## config.mk

```make
export PLATFORM = sky130hd
export DESIGN_NAME = square_field_plotter_flat
export DESIGN_NICKNAME = d
export VERILOG_FILES = /design/src/rtl/square_field_plotter_if.sv /design/src/rtl/square_field_plotter.sv /design/src/flat_wrapper.sv
export SDC_FILE = /design/constraint.sdc
export NUM_CORES = 1
export LEC_CHECK = 0
export CORE_ASPECT_RATIO = 0.75
export CORE_MARGIN = 5
export CORE_UTILIZATION = 58
export CTS_CLUSTER_DIAMETER = 40
export DETAILED_ROUTE_END_ITERATION = 10
export GPL_ROUTABILITY_DRIVEN = 1
export GPL_TIMING_DRIVEN = 1
export PLACE_DENSITY = 0.88
export REMOVE_ABC_BUFFERS = 1
export SYNTH_ARGS = -nofsm -noshare
export SYNTH_HDL_FRONTEND = slang
export SYNTH_SLANG_ARGS = --single-unit
```

## constraint.sdc

```tcl
create_clock -name clock -period 2.7 [get_ports clock]
set_input_delay 0.27 -clock clock [delete_from_list [all_inputs] [get_ports clock]]
set_output_delay 0.27 -clock clock [all_outputs]
set_load 0.05 [all_outputs]
```

## src/rtl/square_field_plotter_if.sv

```systemverilog
// Pixel write bus from the square plotter to the VGA adapter.
interface square_field_plotter_if #(
  parameter int unsigned X_W = 8,
  parameter int unsigned Y_W = 7
);
  logic [X_W-1:0] x;
  logic [Y_W-1:0] y;
  logic [2:0]     color;
  logic           plot;

  modport master (output x, y, color, plot);
  modport slave  (input  x, y, color, plot);
endinterface

```

## src/rtl/square_field_plotter.sv

```systemverilog
// Erases, advances (with wrap) and redraws NUM_SQUARES falling squares each frame,
// streaming one pixel per cycle onto the VGA adapter write bus.
module square_field_plotter #(
  parameter int unsigned NUM_SQUARES = 4,
  parameter int unsigned SQ_SIZE     = 4,
  parameter int unsigned SCREEN_W    = 160,
  parameter int unsigned SCREEN_H    = 120,
  parameter int unsigned X_W         = 8,
  parameter int unsigned Y_W         = 7,
  parameter logic [2:0]  BG_COLOR    = 3'b000
) (
  input  logic                   clock,
  input  logic                   reset,
  input  logic                   start,
  input  logic                   frame_tick,
  input  logic [2:0]             fall_step,
  input  logic [NUM_SQUARES-1:0] active_mask,
  square_field_plotter_if.master pix,
  output logic                   busy,
  output logic                   frame_done
);

  localparam int unsigned SPACING = SCREEN_W / NUM_SQUARES;
  localparam int unsigned IDX_W   = (NUM_SQUARES > 1) ? $clog2(NUM_SQUARES) : 1;
  localparam int unsigned D_W     = (SQ_SIZE > 1) ? $clog2(SQ_SIZE) : 1;
  localparam int unsigned SUM_W   = Y_W + 1;
  localparam int unsigned Y_LIMIT = SCREEN_H - SQ_SIZE;

  if (NUM_SQUARES < 1 || NUM_SQUARES > 8 || SQ_SIZE < 1 ||
      SQ_SIZE > SPACING || SQ_SIZE > SCREEN_H) begin : g_bad_params
    $error("square_field_plotter: square size or count does not fit the screen");
  end

  typedef enum logic [2:0] {
    S_IDLE, S_DRAW, S_DONE, S_WAIT, S_ERASE, S_UPDATE
  } state_t;

  state_t           state;
  logic [IDX_W-1:0] sq;
  logic [D_W-1:0]   dx;
  logic [D_W-1:0]   dy;
  logic             pending;
  logic [Y_W-1:0]   y_pos [NUM_SQUARES];

  logic             sq_active_c;
  logic             sq_last_pix_c;
  logic             row_end_c;
  logic             last_sq_c;
  logic             scan_end_c;
  logic [X_W-1:0]   base_x_c;
  logic [Y_W-1:0]   base_y_c;
  logic [2:0]       sq_color_c;

  // Advance one square downward; anything that would leave the screen restarts at the top.
  function automatic logic [Y_W-1:0] next_y(input logic [Y_W-1:0] cur,
                                            input logic [2:0]     step);
    logic [SUM_W-1:0] sum;
    sum = {1'b0, cur} + SUM_W'(step);
    return (32'(sum) > Y_LIMIT) ? '0 : sum[Y_W-1:0];
  endfunction

  // Attributes of the square currently being scanned.
  always_comb begin
    sq_active_c   = active_mask[sq];
    base_x_c      = X_W'(32'(sq) * SPACING);
    base_y_c      = y_pos[sq];
    sq_color_c    = 3'((32'(sq) % 7) + 1);
    row_end_c     = (dx == D_W'(SQ_SIZE - 1));
    sq_last_pix_c = row_end_c && (dy == D_W'(SQ_SIZE - 1));
    last_sq_c     = (sq == IDX_W'(NUM_SQUARES - 1));
    scan_end_c    = last_sq_c && (!sq_active_c || sq_last_pix_c);
  end

  always_ff @(posedge clock) begin
    if (reset) begin
      state      <= S_IDLE;
      sq         <= '0;
      dx         <= '0;
      dy         <= '0;
      pending    <= 1'b0;
      busy       <= 1'b0;
      frame_done <= 1'b0;
      pix.x      <= '0;
      pix.y      <= '0;
      pix.color  <= '0;
      pix.plot   <= 1'b0;
      for (int i = 0; i < int'(NUM_SQUARES); i++) y_pos[i] <= '0;
    end else begin
      pix.plot   <= 1'b0;
      frame_done <= 1'b0;

      // One-deep memory of a tick that arrives while a frame is still in flight.
      if (frame_tick && (state inside {S_ERASE, S_UPDATE, S_DRAW, S_DONE}))
        pending <= 1'b1;

      unique case (state)
        S_IDLE: begin
          if (start) begin
            state <= S_DRAW;
            busy  <= 1'b1;
            sq    <= '0;
            dx    <= '0;
            dy    <= '0;
          end
        end

        S_WAIT: begin
          if (frame_tick || pending) begin
            state   <= S_ERASE;
            busy    <= 1'b1;
            pending <= 1'b0;
          end
        end

        S_ERASE, S_DRAW: begin
          if (sq_active_c) begin
            pix.plot  <= 1'b1;
            pix.x     <= base_x_c + X_W'(dx);
            pix.y     <= base_y_c + Y_W'(dy);
            pix.color <= (state == S_ERASE) ? BG_COLOR : sq_color_c;
          end

          // Inactive squares cost one idle slot; active ones walk dx fastest, then dy.
          if (!sq_active_c || sq_last_pix_c) begin
            dx <= '0;
            dy <= '0;
            sq <= last_sq_c ? '0 : sq + 1'b1;
          end else if (row_end_c) begin
            dx <= '0;
            dy <= dy + 1'b1;
          end else begin
            dx <= dx + 1'b1;
          end

          if (scan_end_c) begin
            if (state == S_ERASE) begin
              state <= S_UPDATE;
            end else begin
              state <= S_DONE;
              busy  <= 1'b0;
            end
          end
        end

        S_UPDATE: begin
          for (int i = 0; i < int'(NUM_SQUARES); i++)
            y_pos[i] <= next_y(y_pos[i], fall_step);
          state <= S_DRAW;
        end

        S_DONE: begin
          frame_done <= 1'b1;
          state      <= S_WAIT;
        end

        default: begin
          state <= S_IDLE;
          busy  <= 1'b0;
        end
      endcase
    end
  end

endmodule

```

## src/flat_wrapper.sv

```systemverilog
// flat-port wrapper written by rule: the top's interface ports become plain ports
module square_field_plotter_flat 
#(
  parameter int unsigned NUM_SQUARES = 4,
  parameter int unsigned SQ_SIZE     = 4,
  parameter int unsigned SCREEN_W    = 160,
  parameter int unsigned SCREEN_H    = 120,
  parameter int unsigned X_W         = 8,
  parameter int unsigned Y_W         = 7,
  parameter logic [2:0]  BG_COLOR    = 3'b000
)
  (clock, reset, start, frame_tick, fall_step, active_mask, busy, frame_done, pix_x, pix_y, pix_color, pix_plot);
  square_field_plotter_if #(.X_W(X_W), .Y_W(Y_W)) pix_i ();
  input  logic clock;
  input  logic reset;
  input  logic start;
  input  logic frame_tick;
  input  logic [2:0] fall_step;
  input  logic [NUM_SQUARES-1:0] active_mask;
  output logic busy;
  output logic frame_done;
  output wire logic [$bits(pix_i.x)-1:0] pix_x;
  output wire logic [$bits(pix_i.y)-1:0] pix_y;
  output wire logic [$bits(pix_i.color)-1:0] pix_color;
  output wire logic [$bits(pix_i.plot)-1:0] pix_plot;
  assign pix_x = pix_i.x;
  assign pix_y = pix_i.y;
  assign pix_color = pix_i.color;
  assign pix_plot = pix_i.plot;
  square_field_plotter #(.NUM_SQUARES(NUM_SQUARES), .SQ_SIZE(SQ_SIZE), .SCREEN_W(SCREEN_W), .SCREEN_H(SCREEN_H), .X_W(X_W), .Y_W(Y_W), .BG_COLOR(BG_COLOR)) u_core (.clock(clock), .reset(reset), .start(start), .frame_tick(frame_tick), .fall_step(fall_step), .active_mask(active_mask), .pix(pix_i), .busy(busy), .frame_done(frame_done));
endmodule
```

==> flow_metrics.tcl <==
set metrics [dict create \
    viasPerCell 6.148 \
    antenna_found_initial 0 \
    finalHoldViolCount 0 \
    wire_per_inst_um 17.13 \
    place_inst 485 \
    cts_tree "yes" \
    powerDensity_nw_per_um2 545.0 \
    syn_area_um2 3563 \
    yosysSeqAreaShare 0.3989 \
    min_path_type "reg2reg" \
    avgSynthCellArea_um2 9.477 \
    cts_max_path_buffers 2 \
    status "complete, no violations" \
    cts_setup_buffers 0 \
    power_mw 2.316 \
    crit_chain "clkdlybuf4s50_1 -> ha_1 -> inv_1 -> fa_1 -> xor2_2 -> nor4_1 -> mux2i_1 -> o311ai_2 -> buf_4 -> nor2_1" \
    synth_edf_count 28 \
    crit_path_max_incr_delay_ps 560 \
    async_flop_share 0 \
    post-synth-top-area-cell "edfxtp_1" \
    first_pass_iters 5 \
    dr.first_iter.drc_count 321 \
    drcViolationCount 0 \
    ys_types 55 \
    ys_warn_count 0 \
    antenna_cells 0 \
    grt_max_degree 29 \
    post-route-min-period_ps 2544 \
    io_pins 32 \
    timing.final.max_slew_violations 0 \
    grt_pass1_vias 3013 \
    skew_ps 10.37 \
    cts.clk_slew.worst_paths_ps 70 \
    root_buffer "clkbuf_8" \
    synth_most_common_cell "nand2_1" \
    die_h_um 77.88 \
    cp_slowest_cell "clkdlybuf4s50_1" \
    wl_mm 8.583 \
    path_class "in2reg" \
    pre_cts_ws_ps -236.6 \
    nNetsFinal 451 \
    timing.final.ws_setup_ps 156.4 \
    synthToLayoutAreaGrowth_pct 19.28 \
    cts_hold_buf 0 \
    cts.sinks 57 \
    die_w_um 100.5 \
    setup_viol 0 \
    yosys-top-cells-area "edfxtp_1 (24%), dfxtp_1 (16%), ha_1 (6.0%)" \
    design.die.area_um2 7828 \
    finalSetupTns_ps 0 \
    start_kind "primary input" \
    crit_arrival_ps 2640 \
    row_count 24 \
    netlist_instances 376 \
    vdd_ir_drop_max_uv 409.8 \
    stdcell_count 501 \
    gp_congestion 0.8565 \
    core_um2 5886 \
    yosys_register_bits 57 \
    period_share 0.9421 \
    end_kind "register" \
    timing.fmax_mhz 393.1 \
    maxSlewHeadroom 0.5177 \
    postRouteAntennaNets 0 \
    synth_top_area_share 0.2360 \
    grt_pass1_wl_mm 14.37 \
    via_count 3080 \
    p_leak_nw 1.576 \
    ctsHtreeMaxLevel 3 \
    rsz0062_at_grt "no" \
    fin_util 0.7222 \
    cts-resized-gates 0 \
    maxCapViolations 0 \
    drive_above_1_share 0.1229 \
    insertion_delay_ps 350 \
    overflow 0 \
    synth_common_cells "nand2_1 (37), nor2_1 (33), dfxtp_1 (29), edfxtp_1 (28), nor3_1 (25)" \
    worstMarginPinSlew_ps 717.4 \
    dpl.hpwl_mm 6.381 \
    cp.required_ps 2800 \
    numCtsBuffers 9 \
    grt.total_usage 0.2322 \
    ys.flop_type "dfxtp_1" \
    port-buffer-count 29 \
    start_util 0.6054 \
    crit_fanout 4 \
]
==> through the flow <==
stage | hold slack [ps] | area, um^2
after floorplan | 339.1 | 3450
after global placement | 444.5 | 4010
after detailed placement | 445.1 | 4010
after CTS | 454.2 | 4233
after global routing | 477.4 | 4250
final | 452.3 | 4250
==> placed cells by master, fill, tap and decap left out, types with 2 or more instances in the layout <==
cell,Yosys,routed
fa_1,5,5
clkdlybuf4s50_1,0,29
nand4_1,5,5
xor2_1,11,10
or3_1,3,3
ha_1,17,17
inv_4,0,2
nand3_1,10,10
o21ai_0,9,9
nor2b_1,7,6
or4_1,2,2
dfxtp_1,29,29
nand4b_1,2,2
nand3b_1,2,2
inv_1,19,19
o21ai_1,2,2
nand2_1,37,37
nor2_1,33,33
xnor2_1,12,12
a21o_1,6,6
nand2b_1,2,2
clkbuf_8,1,11
a22oi_1,3,3
nor3_1,25,25
o22ai_1,3,3
o211a_1,3,3
mux2i_1,5,5
nor4_1,5,5
buf_4,5,23
o221ai_1,2,2
conb_1,1,2
a32oi_1,2,2
a21oi_1,23,23
o21a_1,2,2
o31ai_1,2,2
a211oi_1,7,7
edfxtp_1,28,28
mux4_2,7,7
nor3b_1,7,7
==> routing by layer <==
metal / vias up / wire length (um) / global-route usage
met5: - / 0 / 0
met4: 0 / 187 / 0.05518
met3: 33 / 813 / 0.07975
met2: 175 / 4023 / 0.3697
met1: 1431 / 3559 / 0.3056
li1: 1441 / - / -
==> flip-flops by register name, summed over array words and instances, names as in the netlist, named ones only <==
register / cells
u_core.busy: 1
u_core.dx: 2
u_core.pix.x: 4
u_core.dy: 2
u_core.pix.plot: 1
u_core.frame_done: 1
u_core.sq: 2
u_core.pix.color: 3
u_core.pix.y: 7
u_core.y_pos: 28
u_core.pending: 1
u_core.state: 3
==> path summary, 6_finish.rpt <==
path	start	endpoint	slack [ps]	depth (start not counted)
min reg2reg	u_core.pix.color[2]	u_core.pix.color[2]	450	2
max reg2reg	u_core.y_pos[1][0]	u_core.y_pos[1][4]	250	9
min	u_core.pix.color[2]	u_core.pix.color[2]	450	2
max	fall_step[0]	u_core.y_pos[1][4]	160	10
==> final cells by class <==
class	instances	area, um^2
clock buffer	13	180.2
fill	405	1635
timing repair buffer	52	462.9
multi-input combinational	278	1971
clock inverter	3	42.54
tap	78	97.59
sequential	57	1421
inverter	20	75.07
==> worst max-delay path, delay by kind of cell <==
kind	cells	cell delay, ps
compound gates	1	280
xor+xnor	1	200
fa+ha+maj	2	620
buf+inv	3	800
mux	1	140
simple gates	2	330
==> report_power, final <==
part / internal (mW) / leakage, nW / switching (mW)
logic: 0.174 / 0.936 / 0.257
clock network: 0.534 / 0.116 / 0.356
registers: 0.946 / 0.525 / 0.0490
total: 1.65 / 1.58 / 0.662
==> logic make-up (layout without fill, tap and decap cells) <==
logic type,count (synthesis),after routing,share of synthesized area
xor+xnor,23,23,0.05653
compound gates,74,74,0.1415
fa+ha+maj,22,22,0.08778
flops,57,57,0.3989
other cells,1,2,0.001052
mux,13,13,0.06145
simple gates,144,144,0.1987
buf+inv,42,88,0.05407
Note: power is estimated with default switching activity, not from simulation.
